$ cat src/rtl/urng_pkg.sv
// Shared constants, types and the taus88 step function for the uniform pair generator.
package urng_pkg;

  // Default seeds for the three taus88 state words
  localparam logic [31:0] SEED0_DEF = 32'h1234_5678;
  localparam logic [31:0] SEED1_DEF = 32'h9E37_79B9;
  localparam logic [31:0] SEED2_DEF = 32'hBA51_980D;

  // taus88 shift constants: feedback left, feedback right, state left
  localparam int unsigned S0_A = 13, S0_B = 19, S0_C = 12;
  localparam int unsigned S1_A = 2,  S1_B = 25, S1_C = 4;
  localparam int unsigned S2_A = 3,  S2_B = 11, S2_C = 17;

  // Bits forced on at every state load so no word drops below its minimum
  localparam logic [31:0] S0_MIN = 32'd2;
  localparam logic [31:0] S1_MIN = 32'd8;
  localparam logic [31:0] S2_MIN = 32'd16;

  // Low-bit clear masks applied before the state shift
  localparam logic [31:0] S0_CLR = 32'hFFFF_FFFE;
  localparam logic [31:0] S1_CLR = 32'hFFFF_FFF8;
  localparam logic [31:0] S2_CLR = 32'hFFFF_FFF0;

  typedef enum logic [1:0] {S_WARM, S_GEN_A, S_GEN_B, S_OUT} urng_state_e;

  typedef struct packed {
    logic [31:0] s0;
    logic [31:0] s1;
    logic [31:0] s2;
  } taus_state_t;

  // One combined-Tausworthe step; all shifts are logical on 32-bit words
  function automatic taus_state_t taus88_step(input taus_state_t s);
    taus_state_t n;
    logic [31:0] b;
    b    = ((s.s0 << S0_A) ^ s.s0) >> S0_B;
    n.s0 = ((s.s0 & S0_CLR) << S0_C) ^ b;
    b    = ((s.s1 << S1_A) ^ s.s1) >> S1_B;
    n.s1 = ((s.s1 & S1_CLR) << S1_C) ^ b;
    b    = ((s.s2 << S2_A) ^ s.s2) >> S2_B;
    n.s2 = ((s.s2 & S2_CLR) << S2_C) ^ b;
    return n;
  endfunction

endpackage

$ cat src/rtl/taus88_core.sv
// taus88 state holder: three 32-bit words, load with minimum-bit guard, step on demand.
// word is the output of the step that step_en would commit on the next edge.
module taus88_core
  import urng_pkg::*;
#(
  parameter logic [31:0] SEED0 = SEED0_DEF,
  parameter logic [31:0] SEED1 = SEED1_DEF,
  parameter logic [31:0] SEED2 = SEED2_DEF
) (
  input  logic        clk,
  input  logic        rst,
  input  logic        step_en,
  input  logic        load_en,
  input  logic [31:0] load_s0,
  input  logic [31:0] load_s1,
  input  logic [31:0] load_s2,
  output logic [31:0] word
);

  taus_state_t st, nxt;

  assign nxt  = taus88_step(st);
  assign word = nxt.s0 ^ nxt.s1 ^ nxt.s2;

  // State register: reset to guarded seeds, load beats step
  always_ff @(posedge clk or posedge rst) begin
    if (rst) begin
      st.s0 <= SEED0 | S0_MIN;
      st.s1 <= SEED1 | S1_MIN;
      st.s2 <= SEED2 | S2_MIN;
    end else if (load_en) begin
      st.s0 <= load_s0 | S0_MIN;
      st.s1 <= load_s1 | S1_MIN;
      st.s2 <= load_s2 | S2_MIN;
    end else if (step_en) begin
      st <= nxt;
    end
  end

endmodule

$ cat src/rtl/taus_urng_pair.sv
// Uniform pair source for the Box-Muller datapath: warm-up, two steps per pair,
// valid/ready output held on stall, runtime reseed.
// Optional macro URNG_ZERO_GUARD_EN: substitute 1 for a zero u0 word.
module taus_urng_pair
  import urng_pkg::*;
#(
  parameter logic [31:0] SEED0  = SEED0_DEF,
  parameter logic [31:0] SEED1  = SEED1_DEF,
  parameter logic [31:0] SEED2  = SEED2_DEF,
  parameter int unsigned WARMUP = 16
) (
  input  logic        clk,
  input  logic        reset,
  input  logic        enable,
  input  logic        seed_load,
  input  logic [31:0] seed_in,
  input  logic        u_ready,
  output logic        u_valid,
  output logic [31:0] u0,
  output logic [15:0] u1,
  output logic        busy
);

  localparam logic [15:0] WARM_LAST = 16'(WARMUP - 1);

  urng_state_e state_q, state_d;
  logic [15:0] cnt_q, cnt_d;
  logic        step_en, lat_u0, lat_u1, set_vld, clr_vld;
  logic [31:0] word, u0_word;

  taus88_core #(
    .SEED0 (SEED0),
    .SEED1 (SEED1),
    .SEED2 (SEED2)
  ) u_core (
    .clk     (clk),
    .rst     (reset),
    .step_en (step_en),
    .load_en (seed_load),
    .load_s0 (seed_in),
    .load_s1 (seed_in ^ SEED1),
    .load_s2 (seed_in ^ SEED2),
    .word    (word)
  );

`ifdef URNG_ZERO_GUARD_EN
  // log path must never see ln(0)
  assign u0_word = (word == 32'h0) ? 32'h1 : word;
`else
  assign u0_word = word;
`endif

  assign busy = (state_q == S_WARM);

  // Next-state and datapath controls; reseed overrides everything, handshake ignores enable
  always_comb begin
    state_d = state_q;
    cnt_d   = cnt_q;
    step_en = 1'b0;
    lat_u0  = 1'b0;
    lat_u1  = 1'b0;
    set_vld = 1'b0;
    clr_vld = 1'b0;
    if (seed_load) begin
      state_d = S_WARM;
      cnt_d   = 16'd0;
      clr_vld = 1'b1;
    end else begin
      case (state_q)
        S_WARM: if (enable) begin
          step_en = 1'b1;
          cnt_d   = cnt_q + 16'd1;
          if (cnt_q == WARM_LAST) state_d = S_GEN_A;
        end
        S_GEN_A: if (enable) begin
          step_en = 1'b1;
          lat_u0  = 1'b1;
          state_d = S_GEN_B;
        end
        S_GEN_B: if (enable) begin
          step_en = 1'b1;
          lat_u1  = 1'b1;
          set_vld = 1'b1;
          state_d = S_OUT;
        end
        // S_GEN_A waits for enable itself, so the handshake can always go there
        S_OUT: if (u_valid && u_ready) begin
          clr_vld = 1'b1;
          state_d = S_GEN_A;
        end
        default: state_d = S_WARM;
      endcase
    end
  end

  // FSM state and warm-up counter
  always_ff @(posedge clk or posedge reset) begin
    if (reset) begin
      state_q <= S_WARM;
      cnt_q   <= 16'd0;
    end else begin
      state_q <= state_d;
      cnt_q   <= cnt_d;
    end
  end

  // Output pair registers; stable while waiting in S_OUT
  always_ff @(posedge clk or posedge reset) begin
    if (reset) begin
      u_valid <= 1'b0;
      u0      <= 32'h0;
      u1      <= 16'h0;
    end else begin
      if (lat_u0) u0 <= u0_word;
      if (lat_u1) u1 <= word[31:16];
      if (clr_vld)      u_valid <= 1'b0;
      else if (set_vld) u_valid <= 1'b1;
    end
  end

endmodule

$ cat config.mk
export PLATFORM = sky130hd
export DESIGN_NAME = taus_urng_pair
export DESIGN_NICKNAME = d
export VERILOG_FILES = /design/src/rtl/urng_pkg.sv /design/src/rtl/taus88_core.sv /design/src/rtl/taus_urng_pair.sv
export SDC_FILE = /design/constraint.sdc
export NUM_CORES = 1
export LEC_CHECK = 0
export ABC_AREA = 1
export ABC_CLOCK_PERIOD_IN_PS = 7300
export CAP_MARGIN = 20
export CORE_MARGIN = 5
export CORE_UTILIZATION = 45
export DETAILED_ROUTE_END_ITERATION = 8
export PLACE_DENSITY = 0.66
export SETUP_SLACK_MARGIN = 0.3
export SYNTH_ARGS = -nofsm -noshare
export SYNTH_HDL_FRONTEND = slang
export SYNTH_SLANG_ARGS = --single-unit
$ cat constraint.sdc
create_clock -name clk -period 7.3 [get_ports clk]
set_input_delay 1.825 -clock clk [delete_from_list [all_inputs] [get_ports clk]]
set_output_delay 1.825 -clock clk [all_outputs]
set_load 0.01 [all_outputs]
Word level (Yosys, flattened, before mapping):

Cells that the tools add are included.

* bits in registers: 163
* input port bits: 37
* output and inout bits: 50
* word-level logic and storage cells: 61

* $add $sub $neg: 1
* equal/unequal tests: 9
* muxes and demuxes: 24
* bitwise logic cells: 10
* reduce and logical (&&, ||, !) cells: 9

Operators by type and width (count)
* $mux W96: 2
* $xor A32 B32 Y32: 5
* $mux W16: 3
* $xor A32 B13 Y32: 1
* $xor A32 B21 Y32: 1
* $xor A32 B7 Y32: 1
* $not A20 Y20: 1
* $add A16 B1 Y16 const B: 1
* $eq A16 B4 Y1 const B: 1
* $not A14 Y14: 1
* $mux W1: 12
* $mux W2: 6
* $ne A3 B3 Y1 const B: 4
* $pmux W2 S4: 1
* $reduce_bool A2 Y1: 4
* $reduce_and A5 Y1: 1
* $eq A2 B2 Y1 const B: 2
* $ne A3 B2 Y1 const B: 1
* $reduce_or A3 Y1: 1
* $eq A2 B1 Y1 const B: 1
* $logic_not A2 Y1: 1
* $reduce_and A2 Y1: 1
* $logic_and A1 B1 Y1: 1

Longest topological paths before layout:

Gate-level depths: netlist (run 1).

* depth in word-level cells: 6
* gate-level depth with buffers: 10
* mapped depth without buffers: 10

Cells and area by module:

A second synthesis (run 1) with hierarchy kept.

* cell total of the unflattened synthesis: 1023
* area total of the unflattened synthesis: 8169.1 µm²

By module, submodules not included
* taus88_core: times used 1, cells an instance 682, area each 5153.7 µm², sequential area each 2258.4 µm²
* taus_urng_pair: times used 1, cells an instance 341, area each 3015.4 µm², sequential area each 1676.6 µm²

Worst setup path before layout (run 1):

No wires, ideal clock.

* kind: in2reg
* from: input port seed_load
* to: register u_core.st[9] in the netlist's numbering
* library setup time: 131 ps
* arrival time: 2641 ps
* data required time: 7169 ps
* setup slack: 4528 ps
* cell stages on the path: 7
* buffers on the path: 4
* cell sequence: buf_4 inv_2 buf_4 buf_6 buf_4 o22ai_1 a21oi_1

* word-level cells in the longest chain between the ends: 2
* elaborated cells on any way between the ends: 3
* those cells by class: mux (2); reduce/logical (1)

Ends and longest elaborated chain
* start: declaration: RTL line taus_urng_pair.sv:15 `input logic seed_load,`
* $mux W1: RTL line taus_urng_pair.sv:64 `if (seed_load) begin`
* $reduce_bool A2 Y1 (no source line)
* end signal: assignment: RTL line taus88_core.sv:36 `st <= nxt;`
* end: declaration: RTL line taus88_core.sv:20 `taus_state_t st, nxt;`

Several ways; a longest one is shown, not always the timed one.
A chain may end at the register's enable or synchronous reset.

Final worst setup path (run 1):

* from: input port seed_load
* to: register u_core.st[15] in the netlist's numbering

Same word-level chain as after synthesis.

==> results.py, run 1 <==
metrics = {
    "power": {
        "pwr-share-comb_pct": 31.9,
        "internal_power_w": 0.00224,
        "swShare_pct": 34.0,
        "clkPwrFrac_pct": 29.4,
        "seqPwrFrac_pct": 38.7,
        "p_leak_nw": 4.48,
        "ir_drop_uv": 184,
        "netSwitchingPower_w": 0.00115,
        "p_per_area_nw_per_um2": 357,
    },
    "timing": {
        "post-route-period-util_pct": 58.3,
        "slew_headroom_pct": 38.5,
        "tightestPinTransition_ns": 0.919,
        "rsz0062_at_grt": "no",
        "setup_violations": 0,
        "min_period_ns": 4.26,
        "clock_skew_ns": 0.00827,
        "maxSlewViolCount": 0,
        "setup_slack_ns": 3.04,
        "setup_tns_ns": 0,
        "hold_viol": 0,
        "max_freq_ghz": 0.235,
    },
    "synth": {
        "ys_ff_latch": 155,
        "synthTopCellsByCount": "306 x nand2_1, 110 x dfrtp_1, 89 x inv_1",
        "synthTopCellsByArea": "dfrtp_1 35%, dfstp_2 15%, nand2_1 15%",
        "yosys.area.top_type": "dfrtp_1",
        "synth-edff-count": 0,
        "syn_inst": 971,
        "netlist_area_um2": 7860,
        "synth_ff_type": "dfrtp_1",
        "synthArstFlopShare_pct": 100,
        "ys_seq_area_share_pct": 50.1,
        "ys_types": 35,
        "syn_nets": 1014,
        "synth_top_area_share_pct": 35.0,
        "yosysMostFrequentCell": "nand2_1",
        "yosys_warnings": 0,
        "avgSynthCellArea_um2": 8.09,
    },
    "setup_path": {
        "worstReg2RegEnd": "u_core.st[15]",
        "end_kind": "flip-flop",
        "cp-start-kind": "primary input",
        "crit_arrival_ns": 4.59,
        "crit_path_top_delay_cell": "nand2_2",
        "reg2reg_from": "state_q[0]",
        "ff2ff_setup_slack_ns": 4.57,
        "worstPathRequired_ns": 7.63,
        "max_stage_delay_ns": 0.68,
        "path_cells": "clkdlybuf4s50_1 > buf_4 > inv_2 > nand2_2 > inv_2 > a21oi_1 > nand2_1 > o21ai_0",
        "cp_max_fo": 50,
        "crit_top_cell": "inv_2",
        "path_buf_inv": 4,
        "crit_family": "buffers and inverters",
        "cp_num_cells": 8,
        "reg2reg_depth": 8,
        "critical_path_class": "primary input to flip-flop",
    },
    "route": {
        "drc": 0,
        "dr.first_iter.drc_count": 641,
        "drt_first_pass_iters": 6,
        "post_drt_wl_per_cell_um": 17.1,
        "via_per_inst": 5.27,
        "wirelength_um": 21900,
        "ant_nets": 0,
        "vias": 6755,
    },
    "global_route": {
        "grt.overflow.total": 0,
        "antenna_found_initial": 0,
        "track_usage_pct": 22.5,
        "grt_pass1_wl_um": 35200,
        "grt_max_degree": 103,
        "grt_pass1_vias": 6551,
    },
    "floorplan": {
        "num_rows": 48,
        "dieArea_um2": 20200,
        "core_area_um2": 17200,
        "die-width_um": 142,
        "die_h_um": 142,
        "initial_core_util_pct": 45.6,
        "ioPinCount": 87,
    },
    "placement": {
        "placement.cell_area_um2": 8840,
        "place_ws_ns": 2.64,
        "portBuffers": 84,
        "place_congestion": 0.890,
        "dpl.hpwl_um": 15500,
    },
    "clock_tree": {
        "numCtsBuffers": 17,
        "cts_resized": 0,
        "root_buffer": "clkbuf_16",
        "cts_hold_buf": 0,
        "cts.sinks": 155,
        "clock_latency_ns": 0.43,
        "cts_tree": "yes",
        "ctsHtreeMaxLevel": 4,
        "cts.clk_slew.worst_paths_ns": 0.06,
        "cts_buffer_depth": 2,
        "post_cts_buffers": 0,
    },
    "worst_hold_path": {
        "min_path_cells": 2,
        "hp-start": "u0[17]",
        "holdPathEnd": "u0[17]",
        "hold_path_class": "flip-flop to flip-flop",
    },
    "run_status": {
        "status": "finished, final reports clean",
    },
    "finish": {
        "design_area_um2": 9510,
        "areaGrowthSynthToFinish_pct": 21.0,
        "drive_gt1_share_pct": 9.84,
        "fillers": 1595,
        "layout.nets": 1087,
        "diodes": 0,
    },
    "flow_run": {
        "cap_violations": 0,
    },
}
-- power groups by stage --
stage          combinational, W  sequential [W]  clock, W
3_3_place_gp            0.00107         0.00131         0
4_1_cts                 0.00109         0.00131   0.00101
3_5_place_dp            0.00109         0.00132         0
2_1_floorplan          0.000581         0.00132         0
5_1_grt                 0.00121         0.00134   0.00104
6_report                0.00108         0.00131  0.000997
-- state kept, by name, summed over array words and instances (netlist names) --
name       flops
state_q        2
u1            16
u0            32
u_core.st     88
cnt_q         16
u_valid        1
-- cells by family after synthesis --
logic type / count (synthesis) / share of synthesized area [%]
AO/OA/AOI/OAI: 177 / 12.7
XOR/XNOR: 57 / 6.36
adder cells (fa/ha/maj): 6 / 0.956
buffers and inverters: 132 / 6.96
flip-flops: 155 / 50.1
AND/OR/NAND/NOR: 444 / 22.9
-- worst register-to-register path, cell delays in order, from the launching register on --
cell and delay [ns]:
dfrtp_1 0.44, ha_1 0.22, inv_1 0.06, nand2_2 0.08
nand2_2 0.69, inv_2 0.54, a21oi_1 0.42, nand2_1 0.09
o21ai_0 0.08
-- worst max path at each step --
stage          startpoint            end  slack, ns
2_1_floorplan       reset       cnt_q[0]       1.37
5_1_grt         seed_load  u_core.st[15]       2.85
3_5_place_dp    seed_load  u_core.st[15]       2.64
4_1_cts         seed_load  u_core.st[15]       3.08
3_3_place_gp    seed_load  u_core.st[79]       2.65
6_report        seed_load  u_core.st[15]       3.04
-- area by class of cell --
class | count | area, µm² | area share (%)
clock buffer | 22 | 474 | 4.99
multi-input combinational | 684 | 3370 | 35.5
tap | 225 | 282 | 2.96
inverter | 96 | 365 | 3.84
timing repair buffer | 90 | 886 | 9.32
clock inverter | 10 | 190 | 2.00
sequential | 155 | 3940 | 41.4
-- metal layers --
metal	global-route usage, %	up-vias	share of wire [%]
met5	0	-	0
met4	8.33	0	2.9
met3	5.11	38	6.8
met2	36.1	224	47
met1	29.9	3233	43
li1	-	3260	-
-- per-stage QoR --
step / hold slack (ns) / power (W) / util, % / std cells
after global placement: 0.462 / 0.00238 / 51.3 / 1250
final: 0.477 / 0.00339 / 55.1 / 1282
after detailed placement: 0.466 / 0.00241 / 51.3 / 1250
after CTS: 0.478 / 0.00341 / 55.1 / 1282
after floorplan: 0.454 / 0.00190 / - / 971
after global routing: 0.506 / 0.00359 / 55.1 / 1282
-- cells in the final DEF, fill, tap and decap left out, types with 3 or more instances in the layout --
cell type	netlist	final
a22oi_1	7	7
nor2_2	3	3
xnor2_1	36	36
nand3b_1	3	3
o22ai_1	12	12
clkinvlp_4	0	3
o221ai_1	10	10
or2_1	4	4
dfrtp_1	110	110
clkbuf_16	0	17
or2_2	4	4
xor2_1	21	21
buf_4	6	6
nand2_1	306	306
a31oi_1	8	8
clkdlybuf4s50_1	0	84
o21ai_1	22	22
ha_1	6	6
clkbuf_8	0	3
bufinv_16	0	5
inv_1	89	88
nand3_1	46	46
o21ai_0	55	55
inv_2	7	7
a21oi_1	52	52
nand2_2	4	4
nor2_1	68	68
o211ai_1	6	6
dfstp_2	45	45
No activity file was read; power rests on OpenSTA's default activity.
==> run 2, diff against run 1 <==
--- a/config.mk
+++ b/config.mk
@@ -6,7 +6,7 @@
 export NUM_CORES = 1
 export LEC_CHECK = 0
 export ABC_AREA = 1
-export ABC_CLOCK_PERIOD_IN_PS = 7300
+export ABC_CLOCK_PERIOD_IN_PS = 4200
 export CAP_MARGIN = 20
 export CORE_MARGIN = 5
 export CORE_UTILIZATION = 45
==> constraint.sdc (replaced) <==
create_clock -name clk -period 4.2 [get_ports clk]
set_input_delay 1.05 -clock clk [delete_from_list [all_inputs] [get_ports clk]]
set_output_delay 1.05 -clock clk [all_outputs]
set_load 0.01 [all_outputs]
==> run 2 against run 1 <==
Effect of this change: global-route usage rose by 0.31 points; total power rose by 69%; highest routed layer is now met5; core utilization fell by 0.20 points; sequential cell count did not move; routed wire length rose by 0.88%; critical path depth fell by 5; combinational power rose by 75%.
==> results.py, run 2 (same netlist as run 1, synthesis figures left out) <==
metrics = {
    "run_status": {
        "status": "finished, final reports clean",
    },
    "placement": {
        "portBuffers": 84,
        "place_congestion": 0.896,
        "dpl.hpwl_um": 15500,
    },
    "timing": {
        "tightestPinTransition_ns": 0.923,
        "min_period_ns": 2.80,
        "setup_violations": 0,
        "clock_skew_ns": 0.00829,
        "setup_tns_ns": 0,
        "hold_viol": 0,
        "slew_headroom_pct": 38.5,
        "post-route-period-util_pct": 66.7,
        "maxSlewViolCount": 0,
        "max_freq_ghz": 0.357,
        "rsz0062_at_grt": "no",
    },
    "flow_run": {
        "cap_violations": 0,
    },
    "clock_tree": {
        "cts.sinks": 155,
        "cts_resized": 0,
        "cts_tree": "yes",
        "numCtsBuffers": 17,
        "root_buffer": "clkbuf_16",
        "cts_hold_buf": 0,
        "post_cts_buffers": 0,
        "clock_latency_ns": 0.43,
        "ctsHtreeMaxLevel": 4,
        "cts_buffer_depth": 2,
        "cts.clk_slew.worst_paths_ns": 0.06,
    },
    "power": {
        "ir_drop_uv": 317,
        "p_per_area_nw_per_um2": 603,
        "p_leak_nw": 4.47,
    },
    "finish": {
        "largest_register_ffs": 88,
        "areaGrowthSynthToFinish_pct": 20.6,
        "layout_commonest_cell": "nand2_1",
        "diodes": 0,
        "regMostFlops": "u_core.st",
        "layout.nets": 1090,
        "final_cell_mix": "306 x nand2_1, 110 x dfrtp_1, 88 x inv_1, 84 x clkdlybuf4s50_1, 68 x nor2_1",
        "utilization_pct": 55.0,
        "top_regs": "u_core.st: 88 flops, u0: 32 flops",
        "drive_gt1_share_pct": 10.0,
    },
    "setup_path": {
        "end_kind": "output port",
        "crit_path_top_delay_cell": "clkdlybuf4s50_1",
        "worstPathRequired_ns": 3.15,
        "cp_max_fo": 5,
        "path_cells": "inv_1 > ha_1 > clkdlybuf4s50_1",
        "critical_path_class": "flip-flop to output port",
        "max_stage_delay_ns": 0.56,
        "crit_arrival_ns": 1.75,
        "reg2reg_depth": 7,
        "cp-start-kind": "flip-flop",
    },
    "global_route": {
        "grt_pass1_wl_um": 35500,
        "grt_pass1_vias": 6295,
        "grt_max_degree": 156,
        "grt.overflow.total": 0,
        "track_usage_pct": 22.8,
        "antenna_found_initial": 1,
    },
    "route": {
        "via_per_inst": 5.22,
        "ant_nets": 0,
        "drc": 0,
        "wirelength_um": 22100,
        "vias": 6704,
        "dr.first_iter.drc_count": 492,
        "post_drt_wl_per_cell_um": 17.2,
        "drt_first_pass_iters": 6,
    },
    "floorplan": {
        "initial_core_util_pct": 45.6,
        "num_rows": 48,
        "ioPinCount": 87,
        "dieArea_um2": 20200,
        "core_area_um2": 17200,
        "die_h_um": 142,
        "die-width_um": 142,
    },
    "worst_hold_path": {
        "min_path_cells": 2,
        "hold_path_class": "flip-flop to flip-flop",
    },
}
==> run 2: worst paths after layout <==
kind                                 end  slack (ns)  startpoint
max in group asynchronous          u0[8]        2.30       reset
min in group asynchronous          u1[7]        1.16       reset
setup reg to reg           u_core.st[79]        2.16  state_q[0]
hold reg to reg                   u0[16]        0.48      u0[16]
setup / recovery                    busy        1.40  state_q[0]
hold / removal                    u0[16]        0.48      u0[16]
==> run 2: metrics by stage <==
| stage | instances | worst slack [ns] | power, W | instance area [µm²] | hold WS (ns) |
|---|---|---|---|---|---|
| floorplan | 971 | 1.23 | 0.00331 | 7860 | 0.454 |
| global placement | 1253 | 1.19 | 0.00415 | 8890 | 0.463 |
| detailed placement | 1253 | 1.13 | 0.00420 | 8890 | 0.465 |
| CTS | 1284 | 1.37 | 0.00574 | 9470 | 0.482 |
| global route | 1284 | 1.32 | 0.00606 | 9470 | 0.498 |
| finish | 1284 | 1.40 | 0.00571 | 9470 | 0.476 |
==> run 2: area by class of cell <==
| type | instances | area [µm²] |
|---|---|---|
| fillers | 1650 | 7760 |
| flip-flops and latches | 155 | 3940 |
| multi-input cells | 684 | 3370 |
| repair buffers | 93 | 933 |
| clock buffers | 25 | 526 |
| inverters | 96 | 364 |
| well taps | 225 | 282 |
| clock inverters | 6 | 58.8 |
==> run 2: per-layer routing <==
metal,track usage [%],routed length [µm],up-vias
met2,34.9,10300,194
met4,8.59,548,2
li1,-,-,3273
met5,0,12,-
met1,32.2,9990,3200
met3,4.47,1310,35
==> run 2: critical path: cells and delay by family (launching register included) <==
kind                     cells  cell delay, ns
buffers and inverters        2            0.67
flip-flops                   1            0.43
adder cells (fa/ha/maj)      1            0.22
==> run 2: report_power, final <==
part           internal (W)  switching [W]  leakage [nW]
Combinational      0.000854        0.00104          2.36
Clock              0.000919       0.000620         0.285
Sequential          0.00194       0.000346          1.83
Total               0.00371        0.00200          4.47
==> run 3, diff against run 2 <==
--- a/config.mk
+++ b/config.mk
@@ -6,7 +6,7 @@
 export NUM_CORES = 1
 export LEC_CHECK = 0
 export ABC_AREA = 1
-export ABC_CLOCK_PERIOD_IN_PS = 4200
+export ABC_CLOCK_PERIOD_IN_PS = 2700
 export CAP_MARGIN = 20
 export CORE_MARGIN = 5
 export CORE_UTILIZATION = 45
==> constraint.sdc (replaced) <==
create_clock -name clk -period 2.7 [get_ports clk]
set_input_delay 0.675 -clock clk [delete_from_list [all_inputs] [get_ports clk]]
set_output_delay 0.675 -clock clk [all_outputs]
set_load 0.01 [all_outputs]
==> run 3 against run 2 <==
Effect of this change: critical path depth did not move; die area unchanged; via count is 0.54% higher; sequential power is 55% higher; core utilization rose by 0.97 points; cell count grew 0.70%; combinational power grew 57%; design area increased by 1.8%; hold slack got worse by 0.0018 ns.
==> results.py, run 3 (same netlist as run 1, synthesis figures left out) <==
metrics = {
    "floorplan": {
        "ioPinCount": 87,
        "die-width_um": 142,
        "core_area_um2": 17200,
        "die_h_um": 142,
        "num_rows": 48,
        "dieArea_um2": 20200,
        "initial_core_util_pct": 45.6,
    },
    "clock_tree": {
        "ctsHtreeMaxLevel": 4,
        "cts_buffer_depth": 2,
        "clock_latency_ns": 0.44,
        "cts.sinks": 155,
        "cts_tree": "yes",
        "cts_hold_buf": 0,
        "numCtsBuffers": 17,
        "root_buffer": "clkbuf_16",
        "cts.clk_slew.worst_paths_ns": 0.06,
    },
    "finish": {
        "utilization_pct": 55.9,
        "areaGrowthSynthToFinish_pct": 22.7,
        "stdcell_count": 1293,
        "final_cell_mix": "306 x nand2_1, 110 x dfrtp_1, 88 x inv_1, 83 x clkdlybuf4s50_1, 68 x nor2_1",
        "fillers": 1619,
        "layout.nets": 1098,
        "diodes": 0,
        "drive_gt1_share_pct": 10.6,
        "regMostFlops": "u_core.st",
        "top_regs": "u_core.st: 88 flops, u0: 32 flops",
        "largest_register_ffs": 88,
        "layout_commonest_cell": "nand2_1",
    },
    "route": {
        "wirelength_um": 22200,
        "ant_nets": 0,
        "dr.first_iter.drc_count": 636,
        "drt_first_pass_iters": 5,
        "drc": 0,
        "vias": 6740,
        "via_per_inst": 5.21,
        "post_drt_wl_per_cell_um": 17.2,
    },
    "timing": {
        "hold_viol": 0,
        "setup_violations": 0,
        "tightestPinTransition_ns": 0.630,
        "max_freq_ghz": 0.463,
        "post-route-period-util_pct": 79.9,
        "slew_headroom_pct": 57.7,
        "clock_skew_ns": 0.0116,
        "setup_tns_ns": 0,
        "rsz0062_at_grt": "no",
        "min_period_ns": 2.16,
        "maxSlewViolCount": 0,
    },
    "placement": {
        "placed_cells": 1261,
        "portBuffers": 84,
        "place_congestion": 0.907,
        "dpl.hpwl_um": 16100,
    },
    "global_route": {
        "track_usage_pct": 22.9,
        "grt_pass1_wl_um": 35600,
        "grt.overflow.total": 0,
        "antenna_found_initial": 1,
        "grt_max_degree": 90,
        "grt_pass1_vias": 6549,
    },
    "power": {
        "p_per_area_nw_per_um2": 954,
        "p_total_w": 0.00920,
        "p_leak_nw": 4.56,
        "ir_drop_uv": 583,
    },
    "setup_path": {
        "max_stage_delay_ns": 0.43,
        "end_kind": "output port",
        "path_cells": "inv_1 > ha_1 > dlygate4sd2_1",
        "worstPathRequired_ns": 2.03,
        "crit_path_top_delay_cell": "dfrtp_1",
        "crit_family": "flip-flops",
        "cp-start-kind": "flip-flop",
        "path_buf_inv": 2,
        "critical_path_class": "flip-flop to output port",
        "cp_max_fo": 5,
        "crit_arrival_ns": 1.48,
    },
    "worst_hold_path": {
        "hold_path_class": "flip-flop to flip-flop",
    },
    "flow_run": {
        "cap_violations": 0,
    },
    "run_status": {
        "status": "finished, final reports clean",
    },
}
-- run 3: cell types whose count changed in the layout (fill, tap and decap cells not counted), sizes merged --
cell           change
buf                +8
bufinv             +4
clkinvlp           -2
clkdlybuf4s50      -1
clkinv             -1
dlygate4sd2        +1
-- run 3: power breakdown --
group	internal [W]	total [W]	leakage [nW]	switching [W]
clock	0.00174	0.00268	0.321	0.000946
combinational	0.00134	0.00297	2.41	0.00163
sequential	0.00301	0.00354	1.83	0.000523
-- run 3: area by class of cell --
cell class	count	area [µm²]	area share, %
inverters	96	364	3.78
clock inverters	7	160	1.66
clock buffers	25	495	5.14
repair buffers	101	1030	10.7
well taps	225	282	2.92
multi-input cells	684	3370	35.0
flip-flops and latches	155	3940	40.8
-- run 3: worst paths after layout --
check	startpoint	endpoint	slack, ns	cells after the start
max reg2reg	state_q[0]	u_core.st[84]	0.97	9
max	state_q[0]	busy	0.54	3
min in group asynchronous	reset	u1[7]	0.49	2
min	u0[0]	u0[0]	0.47	2
min reg2reg	u0[0]	u0[0]	0.47	2
max in group asynchronous	reset	u_core.st[35]	1.48	3
-- run 3: metal layers --
layer	track usage (%)	routed length [µm]	share of wire, %
met4	8.48	697	3.1
met5	0	8	0.036
met2	35.9	10300	47
met1	31.1	9540	43
met3	5.28	1630	7.3
-- run 3: repair_timing --
item                       4_1_cts  5_1_grt
setup buffers                    0        0
setup endpoints to repair        1        0
resized for setup                1        0
-- run 3: worst reg2reg max path, cell delays in order (launching register included) --
cell     delay (ns)
dfrtp_1        0.43
ha_1           0.22
inv_1          0.06
nand2_2        0.09
nand2_2        0.14
buf_4          0.32
o21ai_1        0.18
inv_2          0.09
o21ai_1        0.06
o21ai_1        0.09
-- run 3: per-stage QoR --
| stage | instance area [µm²] | hold slack, ns | worst slack [ns] |
|---|---|---|---|
| 2_1_floorplan | 7860 | 0.454 | 0.103 |
| 3_3_place_gp | 8980 | 0.462 | 0.300 |
| 3_5_place_dp | 8980 | 0.465 | 0.289 |
| 4_1_cts | 9640 | 0.479 | 0.523 |
| 5_1_grt | 9640 | 0.493 | 0.470 |
| 6_report | 9640 | 0.475 | 0.542 |
